## src/rtl/sia_rx_ctl.sv

```systemverilog
// SIA receive-side controller: receiver configuration, frame capture into a small FIFO,
// and a 16-bit Wishbone B4 pipelined slave with status and a level interrupt.
module sia_rx_ctl #(
    parameter int unsigned DEPTH      = 4,
    parameter logic [31:0] BAUD_RESET = 32'd868
) (
    input  logic        clk_i,
    input  logic        reset_ni,
    input  logic        cyc_i,
    input  logic        stb_i,
    input  logic        we_i,
    input  logic [2:0]  adr_i,
    input  logic [15:0] dat_i,
    output logic [15:0] dat_o,
    output logic        ack_o,
    output logic        stall_o,
    output logic        irq_o,
    output logic        rx_reset_o,
    output logic [5:0]  bits_o,
    output logic [31:0] baud_o,
    output logic        eedd_o,
    output logic        eedc_o,
    input  logic [15:0] rx_dat_i,
    input  logic        rx_idle_i
);

    localparam int unsigned PtrW = (DEPTH > 1) ? $clog2(DEPTH) : 1;
    localparam int unsigned CntW = PtrW + 1;

    logic [15:0]     mem_q [DEPTH];
    logic [PtrW-1:0] wptr_q, wptr_d, rptr_q, rptr_d;
    logic [CntW-1:0] count_q, count_d;
    logic            ovr_q, ovr_d;
    logic [5:0]      bits_q, bits_d;
    logic            eedd_q, eedd_d, eedc_q, eedc_d, irq_en_q, irq_en_d, rx_en_q, rx_en_d;
    logic [31:0]     baud_q, baud_d;
    logic            idle_q, rx_reset_q, ack_q;
    logic [15:0]     dat_q, rdata;

    logic        req, wr, rd, empty, full, frame_end, push, pop;
    logic [4:0]  shamt;
    logic [4:0]  cnt5;
    logic [15:0] word;

    assign req       = cyc_i & stb_i;
    assign wr        = req & we_i;
    assign rd        = req & ~we_i;
    assign empty     = (count_q == '0);
    assign full      = (count_q == CntW'(DEPTH));
    assign frame_end = rx_idle_i & ~idle_q & rx_en_q;
    assign pop       = rd & (adr_i == 3'd0) & ~empty;
    // A pop in the same cycle frees the slot, so a push onto a full FIFO is still legal.
    assign push      = frame_end & (~full | pop);
    assign cnt5      = 5'(count_q);

    // Right-justify the frame; out-of-range lengths pass the shift register through as-is.
    assign shamt = 5'(6'd16 - bits_q);
    assign word  = ((bits_q != 6'd0) && (bits_q <= 6'd16)) ? (rx_dat_i >> shamt) : rx_dat_i;

    always_comb begin
        rdata = 16'h0000;
        unique case (adr_i)
            3'd0:    rdata = empty ? 16'h0000 : mem_q[rptr_q];
            3'd1:    rdata = {7'b0, cnt5, rx_idle_i, ovr_q, full, ~empty};
            3'd2:    rdata = {rx_en_q, irq_en_q, 4'b0, eedc_q, eedd_q, 2'b0, bits_q};
            3'd3:    rdata = baud_q[15:0];
            3'd4:    rdata = baud_q[31:16];
            default: rdata = 16'h0000;
        endcase
    end

    always_comb begin
        wptr_d   = wptr_q;
        rptr_d   = rptr_q;
        count_d  = count_q;
        ovr_d    = ovr_q;
        bits_d   = bits_q;
        eedd_d   = eedd_q;
        eedc_d   = eedc_q;
        irq_en_d = irq_en_q;
        rx_en_d  = rx_en_q;
        baud_d   = baud_q;
        if (push) wptr_d = wptr_q + PtrW'(1);
        if (pop)  rptr_d = rptr_q + PtrW'(1);
        if (push && !pop)      count_d = count_q + CntW'(1);
        else if (pop && !push) count_d = count_q - CntW'(1);
        if (wr) begin
            unique case (adr_i)
                3'd1: if (dat_i[2]) ovr_d = 1'b0;
                3'd2: begin
                    bits_d   = dat_i[5:0];
                    eedd_d   = dat_i[8];
                    eedc_d   = dat_i[9];
                    irq_en_d = dat_i[14];
                    rx_en_d  = dat_i[15];
                end
                3'd3:    baud_d[15:0]  = dat_i;
                3'd4:    baud_d[31:16] = dat_i;
                default: ;
            endcase
        end
        // A new drop wins over a simultaneous clear.
        if (frame_end && !push) ovr_d = 1'b1;
    end

    always_ff @(posedge clk_i or negedge reset_ni) begin
        if (!reset_ni) begin
            wptr_q     <= '0;
            rptr_q     <= '0;
            count_q    <= '0;
            ovr_q      <= 1'b0;
            bits_q     <= 6'd0;
            eedd_q     <= 1'b0;
            eedc_q     <= 1'b0;
            irq_en_q   <= 1'b0;
            rx_en_q    <= 1'b0;
            baud_q     <= BAUD_RESET;
            idle_q     <= 1'b1;
            rx_reset_q <= 1'b1;
            ack_q      <= 1'b0;
            dat_q      <= 16'h0000;
        end else begin
            wptr_q     <= wptr_d;
            rptr_q     <= rptr_d;
            count_q    <= count_d;
            ovr_q      <= ovr_d;
            bits_q     <= bits_d;
            eedd_q     <= eedd_d;
            eedc_q     <= eedc_d;
            irq_en_q   <= irq_en_d;
            rx_en_q    <= rx_en_d;
            baud_q     <= baud_d;
            idle_q     <= rx_idle_i;
            rx_reset_q <= ~rx_en_q;
            ack_q      <= req;
            dat_q      <= rd ? rdata : 16'h0000;
        end
    end

    always_ff @(posedge clk_i) begin
        if (push) mem_q[wptr_q] <= word;
    end

    assign dat_o      = ack_q ? dat_q : 16'h0000;
    assign ack_o      = ack_q;
    assign stall_o    = 1'b0;
    assign irq_o      = irq_en_q & (~empty | ovr_q);
    assign rx_reset_o = rx_reset_q;
    assign bits_o     = bits_q;
    assign baud_o     = baud_q;
    assign eedd_o     = eedd_q;
    assign eedc_o     = eedc_q;

endmodule

```

## config.mk

```make
export PLATFORM = sky130hd
export DESIGN_NAME = sia_rx_ctl
export DESIGN_NICKNAME = d
export VERILOG_FILES = /design/src/rtl/sia_rx_ctl.sv
export SDC_FILE = /design/constraint.sdc
export NUM_CORES = 1
export LEC_CHECK = 0
export CAP_MARGIN = 20
export CORE_ASPECT_RATIO = 1.2
export CORE_MARGIN = 10
export CORE_UTILIZATION = 54
export DETAILED_ROUTE_END_ITERATION = 16
export PLACE_DENSITY = 0.8
export SETUP_SLACK_MARGIN = 0.4
export SYNTH_ARGS = -nofsm -noshare
export SYNTH_HDL_FRONTEND = slang
export SYNTH_SLANG_ARGS = --single-unit
export TNS_END_PERCENT = 30
```

## constraint.sdc

```tcl
create_clock -name clk_i -period 3 [get_ports clk_i]
set_input_delay 0.6 -clock clk_i [delete_from_list [all_inputs] [get_ports clk_i]]
set_output_delay 0.6 -clock clk_i [all_outputs]
set_load 0.02 [all_outputs]
```

==> results of run 1 <==
-- cell type report --
type | count | area share [%]
Clock buffer | 17 | 5.13
Inverter | 9 | 0.407
Multi-Input combinational cell | 262 | 31.1
Sequential cell | 133 | 44.1
Clock inverter | 15 | 3.06
Timing Repair Buffer | 121 | 13.9
Tap cell | 157 | 2.37
-- sequential cells by signal, summed over array words and instances, names as in the netlist, 2 cells and up --
name	cells
mem_q	64
rptr_q	2
baud_o	32
dat_q	16
wptr_q	2
count_q	3
bits_o	6
-- where the power goes --
part	total (mW)	leakage [nW]	switching, mW	internal [mW]
clock	2.33	0.328	0.767	1.56
sequential	2.47	1.46	0.221	2.25
combinational	1.92	1.40	1.02	0.900
-- per-stage QoR --
step	setup WS (ns)	std cells
after floorplan	0.405	430
after global placement	0.208	682
after detailed placement	0.0706	682
after CTS	0.462	714
after global routing	0.302	714
final	0.477	714
-- final timing paths --
kind | startpoint | end | depth (start not counted)
max reg2reg | bits_o[0]$_DFFE_PN0P_ | mem_q[0][0]$_DFFE_PP_ | 6
min reg2reg | rx_en_q$_DFFE_PN0P_ | rx_reset_o$_DFF_PN1_ | 1
max in group asynchronous | reset_ni | baud_o[8]$_DFFE_PN1P_ | 2
min in group clk_i | rx_en_q$_DFFE_PN0P_ | rx_reset_o$_DFF_PN1_ | 1
max | adr_i[2] | count_q[2]$_DFFE_PN0P_ | 10
min | reset_ni | baud_o[18]$_DFFE_PN0P_ | 1
-- cell families after synthesis --
family          after synthesis
fa+ha+maj                     7
flops                       133
mux                          98
compound gates               64
simple gates                 83
other cells                   1
xor+xnor                      9
buf+inv                      35
-- per-layer routing --
metal  part of all wire [%]  up-vias  GRT usage [%]  routed length (um)
met5                      0        -              0                   0
met4                    2.6        0           8.46                 403
met3                    6.3       30           4.94                 988
met2                     50      194           31.7                7950
met1                     41     2158           23.2                6460
li1                       -     1894              -                   -
-- cells in the final DEF (no fill, tap or decap), types with 3 or more instances in the layout --
master	n
mux4_2	28
o21ai_0	7
xor2_1	3
clkdlybuf4s50_1	97
o221ai_1	3
and3_1	3
o2bb2ai_1	4
and2_1	23
dfrtp_1	61
a21oi_1	10
or2_1	5
inv_1	7
nor2_1	18
a222oi_1	9
mux2i_1	16
a22oi_1	10
a22o_1	4
clkinv_4	6
nor3_1	3
clkbuf_16	17
nand3_1	7
nand2_1	8
o21ai_1	3
edfxtp_1	64
dfstp_2	7
bufinv_16	6
xnor2_1	4
buf_4	22
mux2_1	51
ha_1	5
==> impl_metrics.py, run 1 <==
metrics = {
    "cells_and_area": {
        "drive_gt1_share_pct": 18.7,
        "seqCellArea_sq_um": 3660,
        "fin_area_sq_um": 8290,
        "area_delta_synth_final_pct": 29.5,
        "fillers": 740,
        "fin_util_pct": 71.7,
        "multi_input_area_sq_um": 2570,
        "diodes": 0,
        "fin_nets": 592,
    },
    "grt": {
        "grt_pass1_wl_mm": 25.3,
        "track_usage_pct": 19.2,
        "grt_max_degree": 31,
        "grt_pass1_vias": 4581,
        "grt-ovfl-total": 0,
        "antenna_found_initial": 0,
    },
    "synthesis": {
        "netlist_instances": 430,
        "ys_types": 58,
        "synthesis.area_sq_um": 6400,
        "synthMuxAreaShare_pct": 21.9,
        "yosys.area_share.simple_pct": 7.78,
        "avgSynthCellArea_sq_um": 14.9,
        "synth_edf_count": 64,
        "synth_seq_cells": 133,
        "synthesis.nets": 478,
        "synth_most_common_cell": "edfxtp_1",
        "synth_xor_area_share_pct": 1.47,
        "synthAdderAreaFrac_pct": 1.48,
        "async_flop_share_pct": 51.9,
        "synth_compound_area_share_pct": 7.48,
        "yosys_warnings": 0,
        "synth_area_leaders": "edfxtp_1 30%, dfrtp_1 24%, mux4_2 9.8%, mux2_1 9.0%, dfstp_2 2.9%",
        "synth_area_leader_cell": "edfxtp_1",
        "ys_seq_area_share_pct": 57.1,
        "synth_top_family_by_area": "multiplexers",
        "yosys-top-cells-count": "64 x edfxtp_1, 62 x dfrtp_1, 51 x mux2_1, 28 x mux4_2, 23 x and2_1",
        "synth_top_area_share_pct": 30.0,
        "ys.flop_type": "edfxtp_1",
    },
    "sta": {
        "hold_ws_ns": 0.209,
        "setup_tns_ns": 0,
        "slew-limit-headroom_pct": 45.7,
        "drv_slew": 0,
        "rsz0062_at_grt": "true",
        "setup_viol": 0,
        "skew_ns": 0.00587,
        "min_period_ns": 2.52,
        "worst_pin_slew_ns": 0.815,
        "final_hold_viol_count": 0,
        "min_period_over_period_pct": 84.1,
        "fmax_ghz": 0.396,
    },
    "power": {
        "power_mw": 6.73,
        "vdd_drop_max_mv": 0.371,
        "leakage_nw": 3.19,
        "p_per_area_nw_per_um2": 811,
    },
    "detailed_routing": {
        "drc_errors": 0,
        "drtPass1Iterations": 6,
        "drt_iter0_markers": 280,
        "routed_wl_mm": 15.8,
        "routed_via_density": 5.99,
        "final_antenna_net_count": 0,
        "via_count": 4276,
        "wl_per_cell_um": 22.1,
    },
    "die": {
        "coreArea_sq_um": 11600,
        "fp.dieH_um": 139,
        "die-area_sq_um": 16600,
        "initial_utilization_pct": 55.4,
        "num_rows": 43,
        "num_io_pins": 101,
        "dieWidth_um": 119,
    },
    "worst_setup_path": {
        "crit_path_frequent_cell": "xor2_1",
        "worstPathRequired_ns": 3.34,
        "worst_path_max_delay_cell": "clkdlybuf4s50_1",
        "end_kind": "flop",
        "slowest_delay_ns": 0.43,
        "path_buf_inv": 2,
        "cp_top_family": "adder cells",
        "crit_fanout": 3,
        "rrSetupSlack_ns": 0.56,
        "critPathKind": "in2reg",
        "worstPathCellList": "clkdlybuf4s50_1 -> nor3_1 -> nand2_1 -> a31oi_2 -> ha_1 -> inv_1 -> fa_1 -> xor2_1 -> nor2_1 -> xor2_1",
        "critPathLaunchType": "input pin",
        "cp.arrival_ns": 2.86,
    },
    "clock_network": {
        "cts_sinks": 133,
        "cts_setup_buffers": 0,
        "clockRootBuffer": "clkbuf_16",
        "cts_resized": 1,
        "postCtsHoldBufs": 0,
        "clk_latency_ns": 0.41,
        "htreeDepth": 4,
        "cts-buffers-inserted": 17,
        "clk_pin_slew_ns": 0.06,
        "cts_tree": "done",
        "clock_path_buffers": 2,
    },
    "placed_design": {
        "gp_congestion": 0.892,
        "hpwl_mm": 11.4,
        "numPortBuffers": 99,
        "placed_area_sq_um": 7610,
    },
    "min_path": {
        "min_path_type": "in2async",
    },
    "status": {
        "status": "finished, final reports clean",
    },
    "flow_run": {
        "max_cap_viol_count": 0,
    },
}
Note: power is estimated with default switching activity, not from simulation.
==> inputs of run 2 (changes only) <==
--- a/config.mk
+++ b/config.mk
@@ -8,9 +8,9 @@
 export CAP_MARGIN = 20
 export CORE_ASPECT_RATIO = 1.2
 export CORE_MARGIN = 10
-export CORE_UTILIZATION = 54
+export CORE_UTILIZATION = 49
 export DETAILED_ROUTE_END_ITERATION = 16
-export PLACE_DENSITY = 0.8
+export PLACE_DENSITY = 0.77
 export SETUP_SLACK_MARGIN = 0.4
 export SYNTH_ARGS = -nofsm -noshare
 export SYNTH_HDL_FRONTEND = slang
==> constraint.sdc (replaced) <==
create_clock -name clk_i -period 2.15 [get_ports clk_i]
set_input_delay 0.43 -clock clk_i [delete_from_list [all_inputs] [get_ports clk_i]]
set_output_delay 0.43 -clock clk_i [all_outputs]
set_load 0.02 [all_outputs]
==> run 2 against run 1 <==
Compared with the run above: count of clock-buffer cells in the layout stayed put; sequential share of layout area is 5.2 points lower; global-route usage is 0.32 points lower; register-to-register slack worse by 0.54 ns; cell count is 10% higher; die area is 8.6% higher; combinational power is 95% higher; critical path depth is 3 lower; sequential cell count stayed put; clock power is 29% higher; largest cell class unchanged; highest routed layer unchanged.
==> impl_metrics.py, run 2 (same netlist as run 1, synthesis figures left out) <==
metrics = {
    "detailed_routing": {
        "routed_wl_mm": 18.3,
        "final_antenna_net_count": 0,
        "routed_via_density": 5.94,
        "wl_per_cell_um": 23.2,
        "drc_errors": 0,
        "via_count": 4679,
        "drtPass1Iterations": 6,
        "drt_iter0_markers": 391,
    },
    "sta": {
        "min_period_over_period_pct": 99.1,
        "slew-limit-headroom_pct": 61.5,
        "final_hold_viol_count": 0,
        "rsz0062_at_grt": "true",
        "fmax_ghz": 0.470,
        "worst_pin_slew_ns": 0.578,
        "drv_slew": 0,
        "min_period_ns": 2.13,
        "fin_ws_ns": 0.0201,
        "skew_ns": 0.00761,
        "setup_viol": 0,
        "setup_tns_ns": 0,
    },
    "power": {
        "p_per_area_nw_per_um2": 1080,
        "pwr-share-comb_pct": 36.9,
        "leakage_nw": 4.18,
        "vdd_drop_max_mv": 0.813,
        "p_clk_share_pct": 29.7,
        "p_switching_mw": 3.28,
        "sequentialPowerShare_pct": 33.5,
        "power_mw": 10.1,
        "p_sw_share_pct": 32.4,
        "p_int_mw": 6.85,
    },
    "grt": {
        "grt_max_degree": 46,
        "antenna_found_initial": 0,
        "track_usage_pct": 18.9,
        "grt_pass1_vias": 5013,
        "grt_pass1_wl_mm": 27.7,
        "grt-ovfl-total": 0,
    },
    "placed_design": {
        "placed_cells": 734,
        "hpwl_mm": 11.8,
        "gp_congestion": 0.894,
        "dp_slack_ns": -0.450,
        "numPortBuffers": 99,
    },
    "worst_setup_path": {
        "worstPathRequired_ns": 2.28,
        "critPathCapture": "mem_q[1][6]$_DFFE_PP_",
        "crit_start": "bits_o[0]$_DFFE_PN0P_",
        "critPathKind": "reg2reg",
        "rrSetupSlack_ns": 0.02,
        "critPathLaunchType": "flop",
        "cp.arrival_ns": 2.26,
        "slowest_delay_ns": 0.42,
        "end_kind": "flop",
        "reg2regPathDepth": 7,
        "crit_fanout": 13,
        "r2r_end": "mem_q[1][6]$_DFFE_PP_",
        "worstPathCellList": "inv_4 -> ha_4 -> buf_12 -> mux4_2 -> or2_1 -> o211ai_1 -> a31oi_2",
        "worst_path_max_delay_cell": "dfrtp_2",
        "r2r_start": "bits_o[0]$_DFFE_PN0P_",
    },
    "clock_network": {
        "cts_tree": "done",
        "clock_path_buffers": 2,
        "cts_sinks": 133,
        "clk_latency_ns": 0.42,
        "cts-buffers-inserted": 17,
        "clk_pin_slew_ns": 0.06,
        "htreeDepth": 4,
        "clockRootBuffer": "clkbuf_16",
    },
    "cells_and_area": {
        "area_delta_synth_final_pct": 46.9,
        "regMostFlops": "mem_q",
        "fin_nets": 659,
        "final_common_cell": "edfxtp_1",
        "stdcell_count": 788,
        "fin_util_pct": 73.9,
        "fillers": 741,
        "layout_common_cells": "64 x edfxtp_1, 61 x buf_4, 56 x dfrtp_1, 51 x mux2_1, 38 x dlymetal6s2s_1",
        "largest_register_ffs": 64,
        "drive_gt1_share_pct": 40.4,
        "diodes": 0,
    },
    "status": {
        "status": "finished, final reports clean",
    },
    "die": {
        "fp.dieH_um": 145,
        "dieWidth_um": 124,
        "num_io_pins": 101,
        "initial_utilization_pct": 50.3,
        "num_rows": 45,
        "die-area_sq_um": 18100,
        "coreArea_sq_um": 12700,
    },
    "min_path": {
        "min_path_type": "in2async",
    },
    "flow_run": {
        "max_cap_viol_count": 0,
    },
}
-- run 2: cell types whose count changed in the layout (fill, tap and decap cells not counted), moves of 10 or more --
cell	before	now
clkdlybuf4s50_1	97	32
buf_4	22	61
dlymetal6s2s_1	0	38
buf_6	0	28
and2_1	23	8
and2_4	0	15
buf_12	0	10
-- run 2: routing by layer --
metal	vias to the layer above	share of wire, %	track usage (%)
li1	2030	-	-
met1	2406	39	22.2
met2	211	53	32.5
met3	32	5.4	4.55
met4	0	1.8	7.35
met5	-	0	0
-- run 2: final cells by class --
type                       instances  area, sq um  area share [%]
clock buffer                      17          425            4.52
clock inverter                    15          190            2.02
inverter                           9         38.8           0.412
multi-input combinational        262         2950            31.3
sequential                       133         3660            39.0
tap                              164          205            2.18
timing repair buffer             188         1940            20.6
-- run 2: stage by stage --
stage                     area, sq um  hold WS [ns]
after floorplan                  6450         0.134
final                            9410       0.00289
after CTS                        8980       0.00268
after detailed placement         8120         0.452
after global placement           8120         0.445
after global routing             9410        0.0364
-- run 2: power by group through the flow --
stage	registers (mW)	clock network [mW]	logic, mW
3_3_place_gp	3.40	0	3.03
6_report	3.39	3.01	3.74
3_5_place_dp	3.42	0	3.10
5_1_grt	3.42	3.16	3.97
4_1_cts	3.38	3.03	3.39
2_1_floorplan	3.56	0	1.66
-- run 2: worst min-delay path by stage --
| stage | startpoint | endpoint | slack (ns) | cells after the start |
|---|---|---|---|---|
| 2_1_floorplan | reset_ni | ack_o$_DFF_PN0_ | 0.13 | 0 |
| 3_3_place_gp | reset_ni | baud_o[7]$_DFFE_PN0P_ | 0.44 | 1 |
| 3_5_place_dp | reset_ni | dat_q[11]$_DFF_PN0_ | 0.45 | 1 |
| 4_1_cts | reset_ni | baud_o[12]$_DFFE_PN0P_ | 0.003 | 1 |
| 5_1_grt | reset_ni | baud_o[12]$_DFFE_PN0P_ | 0.04 | 1 |
| 6_report | reset_ni | baud_o[12]$_DFFE_PN0P_ | 0.003 | 1 |
-- run 2: repair_timing --
item                                   4_1_cts  5_1_grt
endpoints found under the hold margin        0        0
gates resized for setup                    146      109
hold buffers                                 0        0
setup endpoints to repair                  224      190
pin swaps                                   17       41
setup buffers                               14        7
cloned                                       0        1
-- run 2: critical path, delay by kind of cell (launching register included) --
family,cells,cell delay (ns)
AND/OR/NAND/NOR,1,0.23
buffers and inverters,2,0.20
AO/OA/AOI/OAI,2,0.31
flip-flops,1,0.42
adder cells (fa/ha/maj),1,0.31
multiplexers,1,0.37
==> RTL edit: new RTL, flow settings as in run 1 <==
Change the parameter `DEPTH` from 4 to 8.
--- a/src/rtl/sia_rx_ctl.sv
+++ b/src/rtl/sia_rx_ctl.sv
@@ -3,3 +3,3 @@
 module sia_rx_ctl #(
-    parameter int unsigned DEPTH      = 4,
+    parameter int unsigned DEPTH      = 8,
     parameter logic [31:0] BAUD_RESET = 32'd868
Function: same outputs for any inputs over 4 cycles, from zero or initial values and one cycle with reset_ni low; that may be too few to reach the edited logic, so the function may still have changed.
==> RTL edit against run 1 <==
- global-route usage is 0.20 points lower
- design area is 35% higher
- register-to-register slack worse by 0.13 ns
- wire length is 35% higher
- sequential cell count is 67 higher
- setup slack worse by 0.048 ns
- power is 29% higher
- die area is 35% higher
- fmax is 1.9% lower
- area after synthesis is 42% higher
- critical path type is now reg -> reg
- critical endpoint is now count_q[3]$_DFFE_PN0P_
==> RTL edit: results <==
[status]
outcome = finished clean

[place]
place_inst = 863
gp_congestion = 0.935
post-place-ws_ns = -0.0638
dpl_cell_area_um2 = 10500
hpwl_mm = 14.7

[global_routing]
grt_pass1_vias = 5836
antenna_found_initial = 0
grt_usage_pct = 19.0
grt_max_degree = 35
grt_pass1_wl_mm = 33.3

[sta]
skew_ns = 0.00962
worstMarginPinSlew_ns = 0.882

[finish]
drive_gt1_share_pct = 31.3
final_nets = 723
largest_register_ff_count = 128
regArea_um2 = 5660
nFillCells = 1077

[critical_path]
cp_max_fo = 4
slowest_stage = or4_4
cp_top_family = simple AND/OR/NAND/NOR gates
worstPathArrival_ns = 2.90
critPathMaxStageDelay_ns = 0.58

[logic_synthesis]
synthTopCellsByCount = edfxtp_1, dfrtp_1, mux2_2
async_reset_ff_share_pct = 36.0
synth_area_leaders = edfxtp_1, dfrtp_1, mux4_2
yosysUniqueCellTypes = 55
syn_nets = 602
syn_avg_cell_area_um2 = 16.4
synth_edf_count = 128
yosysSeqAreaShare_pct = 62.4

[cts]
worstSkewPairLatency_ns = 0.44
numCtsBuffers = 17

[route]
drt_iter0_drc = 500
drt-wirelength-per-cell_um = 23.6
vias = 5482
totalWireLength_mm = 21.3

[power]
vdd_drop_max_uv = 535
switching_share_pct = 31.0
leakagePower_nw = 4.07
RTL edit: cell count changes after synthesis, sizes merged, moves of 5 or more:
cell / before / now
or2: 7 / 1
nor2: 18 / 27
mux4: 28 / 44
nand3: 7 / 2
nor2b: 1 / 6
o22ai: 0 / 6
edfxtp: 64 / 128
mux2: 54 / 66
nand2: 8 / 27
clkbuf: 7 / 13
RTL edit: timing repair:
| item | in CTS | in global routing |
|---|---|---|
| setup endpoints to repair | 35 | 32 |
| pin swaps | 1 | 8 |
| buffers inserted | 2 | 1 |
| hold buffers | 0 | 0 |
| gates resized for setup | 6 | 8 |
RTL edit: cell type report:
| type | instances | share of cell area [%] |
|---|---|---|
| multi-input cells | 313 | 29.1 |
| well taps | 212 | 2.37 |
| repair buffers | 138 | 12.4 |
| clock buffers | 19 | 4.24 |
| clock inverters | 13 | 1.16 |
| flip-flops and latches | 200 | 50.5 |
| inverters | 5 | 0.212 |
RTL edit: cell families after synthesis:
family                     synth area share, %
DFF                                       62.4
muxes                                     21.2
and+or+nand+nor                           6.43
buffers and inverters                     2.87
other                                   0.0414
AOI/OAI and AO/OA                         4.93
adders and majority gates                 1.05
xor gates and xnor gates                  1.06
RTL edit: path summary, 6_finish.rpt:
| check | start | to | slack [ns] | cells after the start |
|---|---|---|---|---|
| worst max-delay path | count_q[0]$_DFFE_PN0P_ | count_q[3]$_DFFE_PN0P_ | 0.43 | 12 |
| worst min register to register | rx_en_q$_DFFE_PN0P_ | rx_reset_o$_DFF_PN1_ | 0.47 | 1 |
| max in group asynchronous | reset_ni | baud_o[2]$_DFFE_PN1P_ | 1.87 | 2 |
| worst min-delay path | reset_ni | eedc_o$_DFFE_PN0P_ | 0.23 | 1 |
| worst max register to register | count_q[0]$_DFFE_PN0P_ | count_q[3]$_DFFE_PN0P_ | 0.43 | 12 |
| min in group clk_i | rx_en_q$_DFFE_PN0P_ | rx_reset_o$_DFF_PN1_ | 0.47 | 1 |
RTL edit: power by group through the flow:
stage	combinational [mW]	sequential, mW	clock, mW
after floorplan	1.67	3.76	0
after global placement	2.51	3.71	0
after detailed placement	2.61	3.72	0
after CTS	2.68	3.65	2.33
after global routing	2.90	3.69	2.46
final	2.69	3.66	2.31
RTL edit: metal layers:
| metal | routed length, um | track usage [%] | vias up |
|---|---|---|---|
| met5 | 0 | 0 | - |
| met3 | 1180 | 4.43 | 40 |
| met4 | 558 | 7.44 | 0 |
| met2 | 11200 | 33.2 | 224 |
| met1 | 8270 | 22.3 | 2819 |
| li1 | - | - | 2399 |
